**config.mk**
```make
export PLATFORM = sky130hd
export DESIGN_NAME = apb_master_bridge
export DESIGN_NICKNAME = d
export VERILOG_FILES = /design/src/rtl/apb_pkg.sv /design/src/rtl/apb_addr_decoder.sv /design/src/rtl/apb_master_bridge.sv
export SDC_FILE = /design/constraint.sdc
export NUM_CORES = 1
export LEC_CHECK = 0
export ABC_AREA = 1
export BUFFER_PORTS_ARGS = -buffer_cell sky130_fd_sc_hd__buf_2
export CAP_MARGIN = 20
export CORE_AREA = 2 2 119 121
export DETAILED_ROUTE_END_ITERATION = 8
export DIE_AREA = 0 0 121 123
export PLACE_DENSITY = 0.77
export SLEW_MARGIN = 25
export SYNTH_ARGS = -nofsm -noshare
export SYNTH_HDL_FRONTEND = slang
export SYNTH_SLANG_ARGS = --single-unit
```
**constraint.sdc**
```tcl
create_clock -name PCLK -period 1.66 [get_ports PCLK]
set_input_delay 0.332 -clock PCLK [delete_from_list [all_inputs] [get_ports PCLK]]
set_output_delay 0.332 -clock PCLK [all_outputs]
set_load 0.005 [all_outputs]
```
**src/rtl/apb_pkg.sv**
```systemverilog
// Shared constants and types for the APB master bridge.
// Address map, slave indices and the bridge FSM state encoding.
package apb_pkg;

    localparam int unsigned NUM_SLAVES = 4;

    localparam logic [15:0] APB_REGION_BASE = 16'h1000;

    localparam int unsigned IDX_MSB = 15;
    localparam int unsigned IDX_LSB = 12;

    localparam int unsigned GPO_IDX   = 0;
    localparam int unsigned GPI_IDX   = 1;
    localparam int unsigned TIMER_IDX = 2;
    localparam int unsigned UART_IDX  = 3;

    typedef enum logic [1:0] {
        IDLE,
        SETUP,
        ACCESS
    } apb_state_e;

    function automatic logic [3:0] slave_idx(input logic [31:0] a);
        return a[IDX_MSB:IDX_LSB];
    endfunction

endpackage

```
**src/rtl/apb_addr_decoder.sv**
```systemverilog
// Combinational APB address decoder.
// Maps a CPU byte address to a one-hot slave select plus a miss flag.
module apb_addr_decoder
    import apb_pkg::*;
(
    input  logic [31:0]           addr,
    output logic [NUM_SLAVES-1:0] sel,
    output logic                  miss
);

    logic [3:0] idx;
    logic       hit;

    // Region match on the upper half, then index range check and one-hot expand
    always_comb begin
        idx  = slave_idx(addr);
        hit  = (addr[31:16] == APB_REGION_BASE)
            && (32'(idx) < NUM_SLAVES);
        sel  = '0;
        for (int unsigned i = 0; i < NUM_SLAVES; i++) begin
            sel[i] = hit && (32'(idx) == i);
        end
        miss = !hit;
    end

endmodule

```
**src/rtl/apb_master_bridge.sv**
```systemverilog
// CPU load/store to APB3 master bridge with 4 slave selects.
// Runs IDLE/SETUP/ACCESS and bounds the wait with a timeout error.
module apb_master_bridge
    import apb_pkg::*;
#(
    parameter int unsigned TIMEOUT_CYCLES = 16
) (
    input  logic        PCLK,
    input  logic        PRESET,
    input  logic        transfer,
    input  logic        write,
    input  logic [31:0] addr,
    input  logic [31:0] wdata,
    output logic [31:0] rdata,
    output logic        ready,
    output logic        err,
    output logic [31:0] PADDR,
    output logic        PWRITE,
    output logic [31:0] PWDATA,
    output logic        PENABLE,
    output logic        PSEL0,
    output logic        PSEL1,
    output logic        PSEL2,
    output logic        PSEL3,
    input  logic [31:0] PRDATA0,
    input  logic [31:0] PRDATA1,
    input  logic [31:0] PRDATA2,
    input  logic [31:0] PRDATA3,
    input  logic        PREADY0,
    input  logic        PREADY1,
    input  logic        PREADY2,
    input  logic        PREADY3
);

    localparam logic [7:0] TO_LAST = 8'(TIMEOUT_CYCLES - 1);

    apb_state_e state_q, state_d;
    logic [7:0]  cnt_q, cnt_d;
    logic [31:0] paddr_q, paddr_d;
    logic        pwrite_q, pwrite_d;
    logic [31:0] pwdata_q, pwdata_d;
    logic [NUM_SLAVES-1:0] sel_q, sel_d;
    logic        miss_q, miss_d;

    logic [NUM_SLAVES-1:0] dec_sel;
    logic        dec_miss;
    logic [NUM_SLAVES-1:0] pready_vec;
    logic [31:0] prdata_arr [NUM_SLAVES];
    logic        pready_sel;
    logic [31:0] prdata_sel;
    logic        done;
    logic [NUM_SLAVES-1:0] psel;

    apb_addr_decoder u_dec (
        .addr (addr),
        .sel  (dec_sel),
        .miss (dec_miss)
    );

    assign pready_vec    = {PREADY3, PREADY2, PREADY1, PREADY0};
    assign prdata_arr[0] = PRDATA0;
    assign prdata_arr[1] = PRDATA1;
    assign prdata_arr[2] = PRDATA2;
    assign prdata_arr[3] = PRDATA3;

    // Return-path mux: only the latched select may reach the CPU side
    always_comb begin
        pready_sel = 1'b0;
        prdata_sel = '0;
        for (int i = 0; i < NUM_SLAVES; i++) begin
            if (sel_q[i]) begin
                pready_sel = pready_sel | pready_vec[i];
                prdata_sel = prdata_sel | prdata_arr[i];
            end
        end
    end

    // Next-state logic: latch in IDLE, one SETUP, wait in ACCESS
    always_comb begin
        state_d  = state_q;
        cnt_d    = cnt_q;
        paddr_d  = paddr_q;
        pwrite_d = pwrite_q;
        pwdata_d = pwdata_q;
        sel_d    = sel_q;
        miss_d   = miss_q;
        done     = 1'b0;
        unique case (state_q)
            IDLE: begin
                if (transfer) begin
                    paddr_d  = addr;
                    pwrite_d = write;
                    pwdata_d = wdata;
                    sel_d    = dec_sel;
                    miss_d   = dec_miss;
                    state_d  = SETUP;
                end
            end
            SETUP: begin
                cnt_d   = '0;
                state_d = ACCESS;
            end
            ACCESS: begin
                done = miss_q || pready_sel || (cnt_q == TO_LAST);
                if (done) begin
                    state_d = IDLE;
                end else begin
                    cnt_d = cnt_q + 8'd1;
                end
            end
            default: begin
                state_d = IDLE;
            end
        endcase
    end

    // CPU response is combinational in the completing ACCESS cycle
    always_comb begin
        ready = done;
        err   = done && (miss_q || !pready_sel);
        rdata = '0;
        if (done && pready_sel && !pwrite_q) begin
            rdata = prdata_sel;
        end
    end

    // APB control: selects live through SETUP and ACCESS
    always_comb begin
        psel    = (state_q != IDLE) ? sel_q : '0;
        PENABLE = (state_q == ACCESS);
    end

    assign PSEL0  = psel[0];
    assign PSEL1  = psel[1];
    assign PSEL2  = psel[2];
    assign PSEL3  = psel[3];
    assign PADDR  = paddr_q;
    assign PWRITE = pwrite_q;
    assign PWDATA = pwdata_q;

    // State and latched request registers
    always_ff @(posedge PCLK or negedge PRESET) begin
        if (!PRESET) begin
            state_q  <= IDLE;
            cnt_q    <= '0;
            paddr_q  <= '0;
            pwrite_q <= 1'b0;
            pwdata_q <= '0;
            sel_q    <= '0;
            miss_q   <= 1'b0;
        end else begin
            state_q  <= state_d;
            cnt_q    <= cnt_d;
            paddr_q  <= paddr_d;
            pwrite_q <= pwrite_d;
            pwdata_q <= pwdata_d;
            sel_q    <= sel_d;
            miss_q   <= miss_d;
        end
    end

endmodule

```
==> flow_metrics.py, run 1 <==
metrics = {
    "sta": {
        "relSlewSlack_pct": 71.4,
        "finalCriticalPeriod_ns": 2.12,
        "fin_ws_ns": -0.463,
        "fmax_mhz": 471,
        "worst_pin_slew_ns": 0.430,
        "skew_ns": 0.00652,
        "min_period_over_period_pct": 128,
        "drv_slew": 0,
        "whs_ns": 0.0120,
        "setup_viol": 38,
        "rsz0062_at_grt": "yes",
        "hold_viol": 0,
    },
    "routing": {
        "highest_layer": "met5",
        "viasPerCell": 4.71,
        "met2_length_um": 8610,
        "wl_per_cell_um": 15.0,
        "wl_met3_um": 1640,
        "drt-met1-wl_um": 6040,
        "drtIter0Drc": 239,
        "dr.pass1.iters": 5,
        "num_vias": 5291,
        "drcViolationCount": 0,
        "ant_nets": 0,
        "wl_um": 16800,
    },
    "cts": {
        "clk_path_buf_depth": 2,
        "path_clk_slew_ns": 0.06,
        "cts_tree": "done",
        "cts.sinks": 80,
        "cts-buffers-inserted": 9,
        "root_buffer": "clkbuf_16",
        "clk-insertion-delay-late_ns": 0.33,
        "hold_buffers": 0,
        "cts_htree_levels": 3,
    },
    "critical_path": {
        "slowest_delay_ns": 0.39,
        "crit_arrival_ns": 1.79,
        "cp-start-kind": "register",
        "worstSetupPathType": "reg -> out",
        "cp-end-kind": "primary output",
        "cp_cell_sequence": "buf_12, nand2_4, nand2_2, nor2_2, or3_4, buf_12, nor2_4, buf_2",
        "cp_top_family": "simple AND/OR/NAND/NOR gates",
        "critPathSlowestCell": "dfrtp_1",
        "cp.required_ns": 1.33,
        "path_max_fanout": 21,
        "crit_top_cell": "buf_12",
        "cp_num_buf_inv": 3,
    },
    "synthesis": {
        "ys_seq_elements": 80,
        "synth.distinct_cells": 25,
        "netlist_instances": 596,
        "yosys_warnings": 0,
        "seq_area_frac_synth_pct": 44.3,
        "synth_area_um2": 4520,
        "synth_fp_nets": 797,
        "avgSynthCellArea_um2": 7.59,
    },
    "die": {
        "coreArea_um2": 13600,
        "dieArea_um2": 14900,
        "die_y_um": 123,
        "num_rows": 43,
        "initial_utilization_pct": 33.2,
        "die_w_um": 121,
        "io_pins": 304,
    },
    "pwr": {
        "p_leak_nw": 4.01,
        "power_density_nw_per_um2": 902,
        "peakVddDrop_v": 0.000547,
    },
    "worst_hold_path": {
        "min_path_type": "in -> async",
    },
    "global_route": {
        "grt.total_usage_pct": 21.4,
        "grt_max_degree": 81,
        "overflow": 0,
        "grt_pass1_wl_um": 24800,
        "first_global_vias": 5070,
        "antenna_found_initial": 5,
    },
    "run_status": {
        "violations": "setup timing",
        "status": "finished, violations left",
    },
    "finish": {
        "drive_above_1_share_pct": 47.0,
        "syn2layout_area_growth_pct": 57.3,
        "layout.nets": 1136,
        "n_fill_cell": 1333,
    },
    "flow_run": {
        "max_cap_violations": 0,
    },
    "placement": {
        "dp_slack_ns": -0.225,
        "place.detailed.hpwl_um": 13000,
        "gp_congestion": 0.911,
        "portBuffers": 303,
    },
}
-- final timing paths --
path / to / slack, ns / from / depth (start not counted)
max: rdata[14] / -0.46 / sel_q[3]$_DFFE_PN0P_ / 8
min: PWDATA[0]$_DFFE_PN0P_ / 0.01 / PRESET / 2
max reg2reg: PWDATA[20]$_DFFE_PN0P_ / 0.12 / state_q[0]$_DFFE_PN0P_ / 7
min reg2reg: PADDR[28]$_DFFE_PN0P_ / 0.47 / PADDR[28]$_DFFE_PN0P_ / 2
max in group asynchronous: state_q[0]$_DFFE_PN0P_ / 1.28 / PRESET / 2
min in group PCLK: PADDR[1]$_DFFE_PN0P_ / 0.19 / addr[1] / 3
-- state kept, by name (all words and copies together) (netlist names) --
name	count
PADDR	32
PWDATA	32
cnt_q	8
sel_q	4
state_q	2
PWRITE	1
miss_q	1
-- worst register-to-register path: cells and delay by family (launching register included) --
| kind | cells | cell delay, ns |
|---|---|---|
| and+or+nand+nor | 4 | 0.53 |
| DFF | 1 | 0.44 |
| buffers and inverters | 3 | 0.52 |
-- placed cells by master, fill, tap and decap left out, types with 5 or more instances in the layout --
| cell type | netlist | final |
|---|---|---|
| nand3_1 | 16 | 16 |
| o21ai_0 | 15 | 14 |
| diode_2 | 0 | 5 |
| a221oi_2 | 0 | 13 |
| buf_4 | 1 | 50 |
| nand2_1 | 308 | 304 |
| clkbuf_16 | 0 | 10 |
| buf_12 | 3 | 8 |
| inv_1 | 29 | 28 |
| nand4_1 | 10 | 10 |
| buf_2 | 16 | 302 |
| dfrtp_1 | 80 | 79 |
| nor2_4 | 30 | 32 |
| a221oi_1 | 32 | 19 |
| nor2_1 | 28 | 22 |
-- layout make-up --
type	instances	area, um2	area share, %
Antenna cell	5	12.5	0.176
Clock inverter	4	77.6	1.09
Sequential cell	80	2000	28.2
Multi-Input combinational cell	450	2330	32.7
Clock buffer	11	253	3.55
Inverter	31	116	1.64
Tap cell	180	225	3.17
Timing Repair Buffer	363	2100	29.5
-- what timing repair did --
| action | 4_1_cts | 5_1_grt |
|---|---|---|
| pin swaps | 2 | 1 |
| setup buffers | 1 | 1 |
| resized for setup | 21 | 11 |
| cloned | 0 | 1 |
| setup endpoints to repair | 44 | 45 |
| hold endpoints to repair | 0 | 0 |
-- power breakdown --
part / leakage, nW / switching (mW) / internal [mW]
sequential: 1.00 / 0.262 / 2.41
clock: 0.162 / 0.757 / 1.40
combinational: 2.85 / 0.829 / 0.765
-- synth_stat cells --
master / count / area share, %
nand4_1: 10 / 1.4
a221oi_1: 32 / 6.2
nor3_1: 2 / 0.22
o21bai_1: 1 / 0.17
nand2_1: 308 / 26
buf_6: 1 / 0.25
a31oi_1: 1 / 0.14
nor2_1: 28 / 2.3
buf_12: 3 / 1.3
nor2_4: 30 / 7.5
or2_2: 1 / 0.14
clkbuf_1: 14 / 1.2
dfrtp_1: 80 / 44
or3_1: 1 / 0.14
nor2_8: 1 / 0.44
o21ai_0: 15 / 1.7
buf_2: 16 / 1.8
inv_1: 29 / 2.4
buf_4: 1 / 0.17
nor3b_1: 1 / 0.17
nand3b_1: 1 / 0.17
nand3_1: 16 / 1.8
inv_2: 2 / 0.17
ha_1: 1 / 0.28
nand4_2: 1 / 0.28
-- cells by family (layout without fill, tap and decap cells) --
kind of cell | Yosys count | in the layout | synth area share, %
flops | 80 | 80 | 44.3
simple gates | 400 | 400 | 40.1
compound gates | 49 | 49 | 8.16
other cells | 0 | 5 | 0
buf+inv | 66 | 409 | 7.25
fa+ha+maj | 1 | 1 | 0.277
-- layer usage --
metal	global-route usage, %	vias to the layer above
met4	8.94	2
met1	22.8	2422
li1	-	2585
met5	0	-
met3	6.55	38
met2	39.4	244
-- per-stage QoR --
| step | cell area, um2 | setup TNS, ns | utilization [%] | power (mW) | cells |
|---|---|---|---|---|---|
| final | 7120 | -14.63 | 52.3 | 6.42 | 1124 |
| after global routing | 7110 | -17.38 | 52.2 | 6.83 | 1122 |
| after CTS | 7020 | -15.66 | 51.5 | 6.46 | 1117 |
| after detailed placement | 6600 | -3.68 | 48.5 | 4.26 | 1102 |
| after global placement | 6600 | -2.60 | 48.5 | 4.22 | 1102 |
| after floorplan | 4520 | -0.633 | - | 3.28 | 596 |
Power figures use the tool's default switching activity.
==> run 2: changes to the inputs <==
- CORE_AREA: 2 2 119 121 -> 2 2 118 120
- DIE_AREA: 0 0 121 123 -> 0 0 120 122
- PLACE_DENSITY: 0.77 -> 0.75
- clock period: 1.66 -> 2.1 ns (I/O delays scaled with it)
==> run 2 against run 1 <==
  * The flow still finishes with violations (setup timing)
  * Worst hold slack better by 0.016 ns
  * Final area down 3.8%
  * Register-to-register slack better by 0.22 ns
  * Combinational power decreased by 24%
  * Total power shrank 25%
  * Sequential share of layout area grew 1.2 points
  * Critical path depth down 2
  * Non-clock buffer count fell by 20
  * Worst setup slack improved by 0.35 ns
  * Flip-flop and latch count did not move
  * Sequential power decreased by 21%
  * Critical endpoint is now rdata[24]
  * Largest power group unchanged
  * Highest routed layer unchanged
==> flow_metrics.py, run 2 (same netlist as run 1, synthesis figures left out) <==
metrics = {
    "finish": {
        "n_fill_cell": 1381,
        "layout.nets": 1117,
        "layout_commonest_cell": "nand2_1",
        "mostFrequentLayoutCells": "307 x nand2_1, 302 x buf_2, 77 x dfrtp_1, 31 x nor2_4, 30 x buf_4",
        "final_cell_area_um2": 6840,
        "syn2layout_area_growth_pct": 51.3,
        "drive_above_1_share_pct": 44.2,
    },
    "die": {
        "die_w_um": 120,
        "coreArea_um2": 13500,
        "initial_utilization_pct": 33.5,
        "dieArea_um2": 14600,
        "die_y_um": 122,
        "num_rows": 43,
        "io_pins": 304,
    },
    "pwr": {
        "p_int_mw": 3.40,
        "finalPower_mw": 4.83,
        "p_comb_share_pct": 25.1,
        "peakVddDrop_v": 0.000617,
        "clockPowerShare_pct": 31.2,
        "p_sw_mw": 1.43,
        "p_leak_nw": 3.87,
        "power_density_nw_per_um2": 706,
        "seqPwrFrac_pct": 43.7,
        "power_switching_share_pct": 29.6,
    },
    "critical_path": {
        "rr_startpoint": "state_q[0]$_DFFE_PN0P_",
        "cp-end-kind": "primary output",
        "cp.required_ns": 1.68,
        "rr_worst_depth": 7,
        "endpoint": "rdata[24]",
        "worstSetupPathType": "reg -> out",
        "path_max_fanout": 10,
        "timing.rr.end": "PWDATA[20]$_DFFE_PN0P_",
        "crit_path_start": "state_q[0]$_DFFE_PN0P_",
        "r2r_slack_ns": 0.34,
        "crit_arrival_ns": 1.80,
        "cp-start-kind": "register",
    },
    "cts": {
        "cts.sinks": 80,
        "cts-buffers-inserted": 9,
        "clk-insertion-delay-late_ns": 0.33,
        "cts_htree_levels": 3,
        "hold_buffers": 0,
        "path_clk_slew_ns": 0.06,
        "root_buffer": "clkbuf_16",
        "clk_path_buf_depth": 2,
        "cts_tree": "done",
    },
    "sta": {
        "fin_tns_setup_ns": -2.47,
        "drv_slew": 0,
        "fin_ws_ns": -0.116,
        "min_period_over_period_pct": 106,
        "rsz0062_at_grt": "yes",
        "skew_ns": 0.00648,
        "worst_pin_slew_ns": 0.500,
        "setup_viol": 30,
        "hold_viol": 0,
        "finalCriticalPeriod_ns": 2.22,
        "relSlewSlack_pct": 66.6,
        "fmax_mhz": 451,
        "whs_ns": 0.0284,
    },
    "placement": {
        "place.detailed.hpwl_um": 13100,
        "portBuffers": 303,
        "placed_area_um2": 6390,
        "gp_congestion": 0.878,
    },
    "run_status": {
        "violations": "setup timing",
        "status": "finished, violations left",
    },
    "global_route": {
        "antenna_found_initial": 5,
        "grt_pass1_wl_um": 25100,
        "grt_max_degree": 46,
        "first_global_vias": 4876,
        "grt.total_usage_pct": 22.2,
        "overflow": 0,
    },
    "routing": {
        "num_vias": 5085,
        "ant_nets": 0,
        "dr.pass1.iters": 6,
        "viasPerCell": 4.60,
        "wl_per_cell_um": 15.0,
        "drtIter0Drc": 228,
        "drcViolationCount": 0,
        "wl_um": 16600,
    },
    "worst_hold_path": {
        "min_path_type": "in -> async",
    },
    "flow_run": {
        "max_cap_violations": 0,
    },
}
-- run 2: cell types whose count changed in the layout (fill, tap and decap cells not counted), sizes merged --
cell      before  now
buf          362  343
bufinv         2    1
clkbuf        12   13
clkinv         2    1
clkinvlp       0    1
diode          5    4
or3            1    2
-- run 2: worst min path at each step --
stage	startpoint	endpoint	slack (ns)	cells past startpoint
3_3_place_gp	PRESET	PADDR[3]$_DFFE_PN0P_	0.39	1
5_1_grt	PRESET	PADDR[3]$_DFFE_PN0P_	0.06	1
6_report	PRESET	PADDR[3]$_DFFE_PN0P_	0.03	1
2_1_floorplan	PRESET	PADDR[0]$_DFFE_PN0P_	0.12	0
4_1_cts	PRESET	PADDR[3]$_DFFE_PN0P_	0.03	1
3_5_place_dp	PRESET	PADDR[3]$_DFFE_PN0P_	0.39	1
-- run 2: stage by stage --
step	setup slack (ns)	cells	utilization, %
global placement	0.134	1077	47.3
global route	-0.165	1105	50.7
finish	-0.116	1105	50.7
detailed placement	0.145	1077	47.3
CTS	-0.148	1100	50.2
floorplan	0.294	596	-
-- run 2: critical path: stages, from the launching register on --
cell and delay (ns):
dfrtp_2 0.44, nor2_8 0.13, inv_4 0.05, or3_4 0.46
buf_12 0.20, nor2_4 0.07, buf_2 0.12
-- run 2: layer usage --
metal  part of all wire, %  up-vias  GRT usage, %
li1                      -     2541             -
met1                    37     2292          24.4
met2                    51      223          39.7
met3                   9.0       27          6.93
met4                   2.8        2          9.04
met5                 0.078        -             0
-- run 2: timing repair --
action | 4_1_cts | 5_1_grt
setup endpoints to repair | 32 | 33
setup buffers | 5 | 1
cloned | 2 | 0
gates resized for setup | 10 | 13
pin swaps | 2 | 2
hold endpoints to repair | 0 | 0
-- run 2: cell type report --
class / count / area, um2 / area share [%]
tap: 180 / 225 / 3.29
sequential: 80 / 2010 / 29.3
multi-input combinational: 451 / 2270 / 33.1
clock inverter: 3 / 42.5 / 0.622
timing repair buffer: 343 / 1930 / 28.2
inverter: 31 / 119 / 1.74
clock buffer: 13 / 240 / 3.51
antenna: 4 / 10.0 / 0.146
-- run 2: power by group through the flow --
stage / combinational [mW] / clock (mW) / sequential [mW]
final: 1.21 / 1.51 / 2.11
after global routing: 1.39 / 1.60 / 2.16
after CTS: 1.23 / 1.53 / 2.11
after detailed placement: 1.22 / 0 / 2.11
after global placement: 1.19 / 0 / 2.12
after floorplan: 0.442 / 0 / 2.15
==> run 3: changes to the inputs <==
- CTS_BUF_LIST: default -> sky130_fd_sc_hd__clkbuf_4 sky130_fd_sc_hd__clkbuf_8
==> run 3 against run 2 <==
  * The flow still finishes with violations (setup timing)
  * Global-route usage is essentially flat
  * Sequential share of layout area grew 0.25 points
  * Clock skew grew 0.0028 ns
  * Worst hold slack lost 0.027 ns
  * Register-to-register slack gained 0.02 ns
  * Clock power shrank 25%
  * Cell count is the same
  * Worst setup slack lost 0.014 ns
  * Die area is the same
  * Combinational power is essentially flat
==> flow_metrics.py, run 3 (same netlist as run 1, synthesis figures left out) <==
metrics = {
    "sta": {
        "drv_slew": 0,
        "relSlewSlack_pct": 66.5,
        "whs_ns": 0.00183,
        "skew_ns": 0.00929,
        "fmax_mhz": 448,
        "fin_tns_setup_ns": -2.99,
        "setup_viol": 30,
        "finalCriticalPeriod_ns": 2.23,
        "worst_pin_slew_ns": 0.503,
        "hold_viol": 0,
        "min_period_over_period_pct": 106,
        "fin_ws_ns": -0.130,
        "rsz0062_at_grt": "yes",
    },
    "die": {
        "die_w_um": 120,
        "coreArea_um2": 13500,
        "dieArea_um2": 14600,
        "num_rows": 43,
        "io_pins": 304,
        "die_y_um": 122,
        "initial_utilization_pct": 33.5,
    },
    "routing": {
        "num_vias": 5107,
        "drtIter0Drc": 214,
        "dr.pass1.iters": 4,
        "wl_per_cell_um": 15.0,
        "ant_nets": 0,
        "wl_um": 16500,
        "viasPerCell": 4.62,
        "drcViolationCount": 0,
    },
    "critical_path": {
        "cp_cell_sequence": "nor2_8, inv_4, or3_4, buf_12, nor2_4, buf_2",
        "critPathSlowestCell": "or3_4",
        "cp.required_ns": 1.68,
        "timing.rr.end": "PWDATA[28]$_DFFE_PN0P_",
        "cp-end-kind": "primary output",
        "rr_startpoint": "state_q[0]$_DFFE_PN0P_",
        "cp_top_family": "simple AND/OR/NAND/NOR gates",
        "slowest_delay_ns": 0.46,
        "path_max_fanout": 10,
        "worstSetupPathType": "reg -> out",
        "cp-start-kind": "register",
        "crit_arrival_ns": 1.81,
        "rr_worst_depth": 7,
        "r2r_slack_ns": 0.36,
        "cp_num_buf_inv": 3,
    },
    "pwr": {
        "peakVddDrop_v": 0.000589,
        "power_density_nw_per_um2": 655,
        "finalPower_mw": 4.44,
        "p_leak_nw": 3.84,
    },
    "placement": {
        "gp_congestion": 0.878,
        "portBuffers": 303,
        "place.detailed.hpwl_um": 13100,
    },
    "run_status": {
        "status": "finished, violations left",
        "violations": "setup timing",
    },
    "cts": {
        "cts_tree": "done",
        "path_clk_slew_ns": 0.08,
        "clk-insertion-delay-late_ns": 0.35,
        "cts.sinks": 80,
        "cts-buffers-inserted": 9,
        "root_buffer": "clkbuf_8",
        "cts_htree_levels": 3,
        "clk_path_buf_depth": 2,
    },
    "finish": {
        "layout.nets": 1117,
        "mostFrequentLayoutCells": "307 x nand2_1, 300 x buf_2, 77 x dfrtp_1, 32 x nor2_4, 30 x buf_4",
        "final_util_pct": 50.3,
        "syn2layout_area_growth_pct": 50.0,
        "layout_commonest_cell": "nand2_1",
        "drive_above_1_share_pct": 44.7,
    },
    "global_route": {
        "grt_pass1_wl_um": 25100,
        "grt_max_degree": 46,
        "overflow": 0,
        "first_global_vias": 4849,
        "antenna_found_initial": 5,
        "grt.total_usage_pct": 22.2,
    },
    "flow_run": {
        "max_cap_violations": 0,
    },
    "worst_hold_path": {
        "min_path_type": "in -> async",
    },
}
==> run 3: cell counts in the layout (fill, tap and decap cells not counted) <==
Identical to the previous run, type by type.
==> run 3: worst max-delay path by stage <==
stage	startpoint	to	slack (ns)	cells past startpoint
global route	sel_q[3]$_DFFE_PN0P_	rdata[16]	-0.20	7
floorplan	state_q[0]$_DFFE_PN0P_	rdata[10]	0.29	6
detailed placement	state_q[0]$_DFFE_PN0P_	rdata[4]	0.14	6
CTS	state_q[0]$_DFFE_PN0P_	rdata[24]	-0.18	6
finish	state_q[0]$_DFFE_PN0P_	rdata[24]	-0.13	6
global placement	sel_q[3]$_DFFE_PN0P_	rdata[22]	0.13	6
==> run 3: through the flow <==
| step | instance area [um2] | std cells | setup slack (ns) |
|---|---|---|---|
| 4_1_cts | 6700 | 1100 | -0.185 |
| 6_report | 6790 | 1105 | -0.130 |
| 3_3_place_gp | 6390 | 1077 | 0.134 |
| 2_1_floorplan | 4520 | 596 | 0.294 |
| 3_5_place_dp | 6390 | 1077 | 0.145 |
| 5_1_grt | 6790 | 1105 | -0.201 |
==> run 3: area by class of cell <==
type	instances	area [um2]
multi-input combinational	451	2280
clock buffer	13	154
timing repair buffer	343	1950
sequential	80	2010
clock inverter	3	42.5
antenna	4	10.0
tap	180	225
fill	1386	6720
inverter	31	119
==> run 3: layer usage <==
layer  share of wire (%)  track usage (%)
met1                  37             24.6
met2                  50             39.5
met3                 9.5             6.93
met4                 3.3             9.26
met5               0.079                0
==> run 3: timing repair <==
item / 4_1_cts / 5_1_grt
buffers inserted: 5 / 1
endpoints found under the setup margin: 32 / 34
gates resized for setup: 12 / 16
cloned: 2 / 0
pin swaps: 2 / 3
endpoints found under the hold margin: 0 / 0
hold buffers: 0 / 0
==> run 3: where the power goes <==
| part | switching [mW] | internal, mW |
|---|---|---|
| registers | 0.207 | 1.90 |
| logic | 0.631 | 0.576 |
| clock network | 0.527 | 0.602 |
| total | 1.36 | 3.08 |
==> run 3: worst register-to-register path, stage by stage (launching register included) <==
cell and delay, ns:
dfrtp_2 0.44, buf_4 0.15, nor2_1 0.28, nand2_2 0.14, inv_2 0.25, buf_12 0.25, nand2_1 0.10, nand2_1 0.06
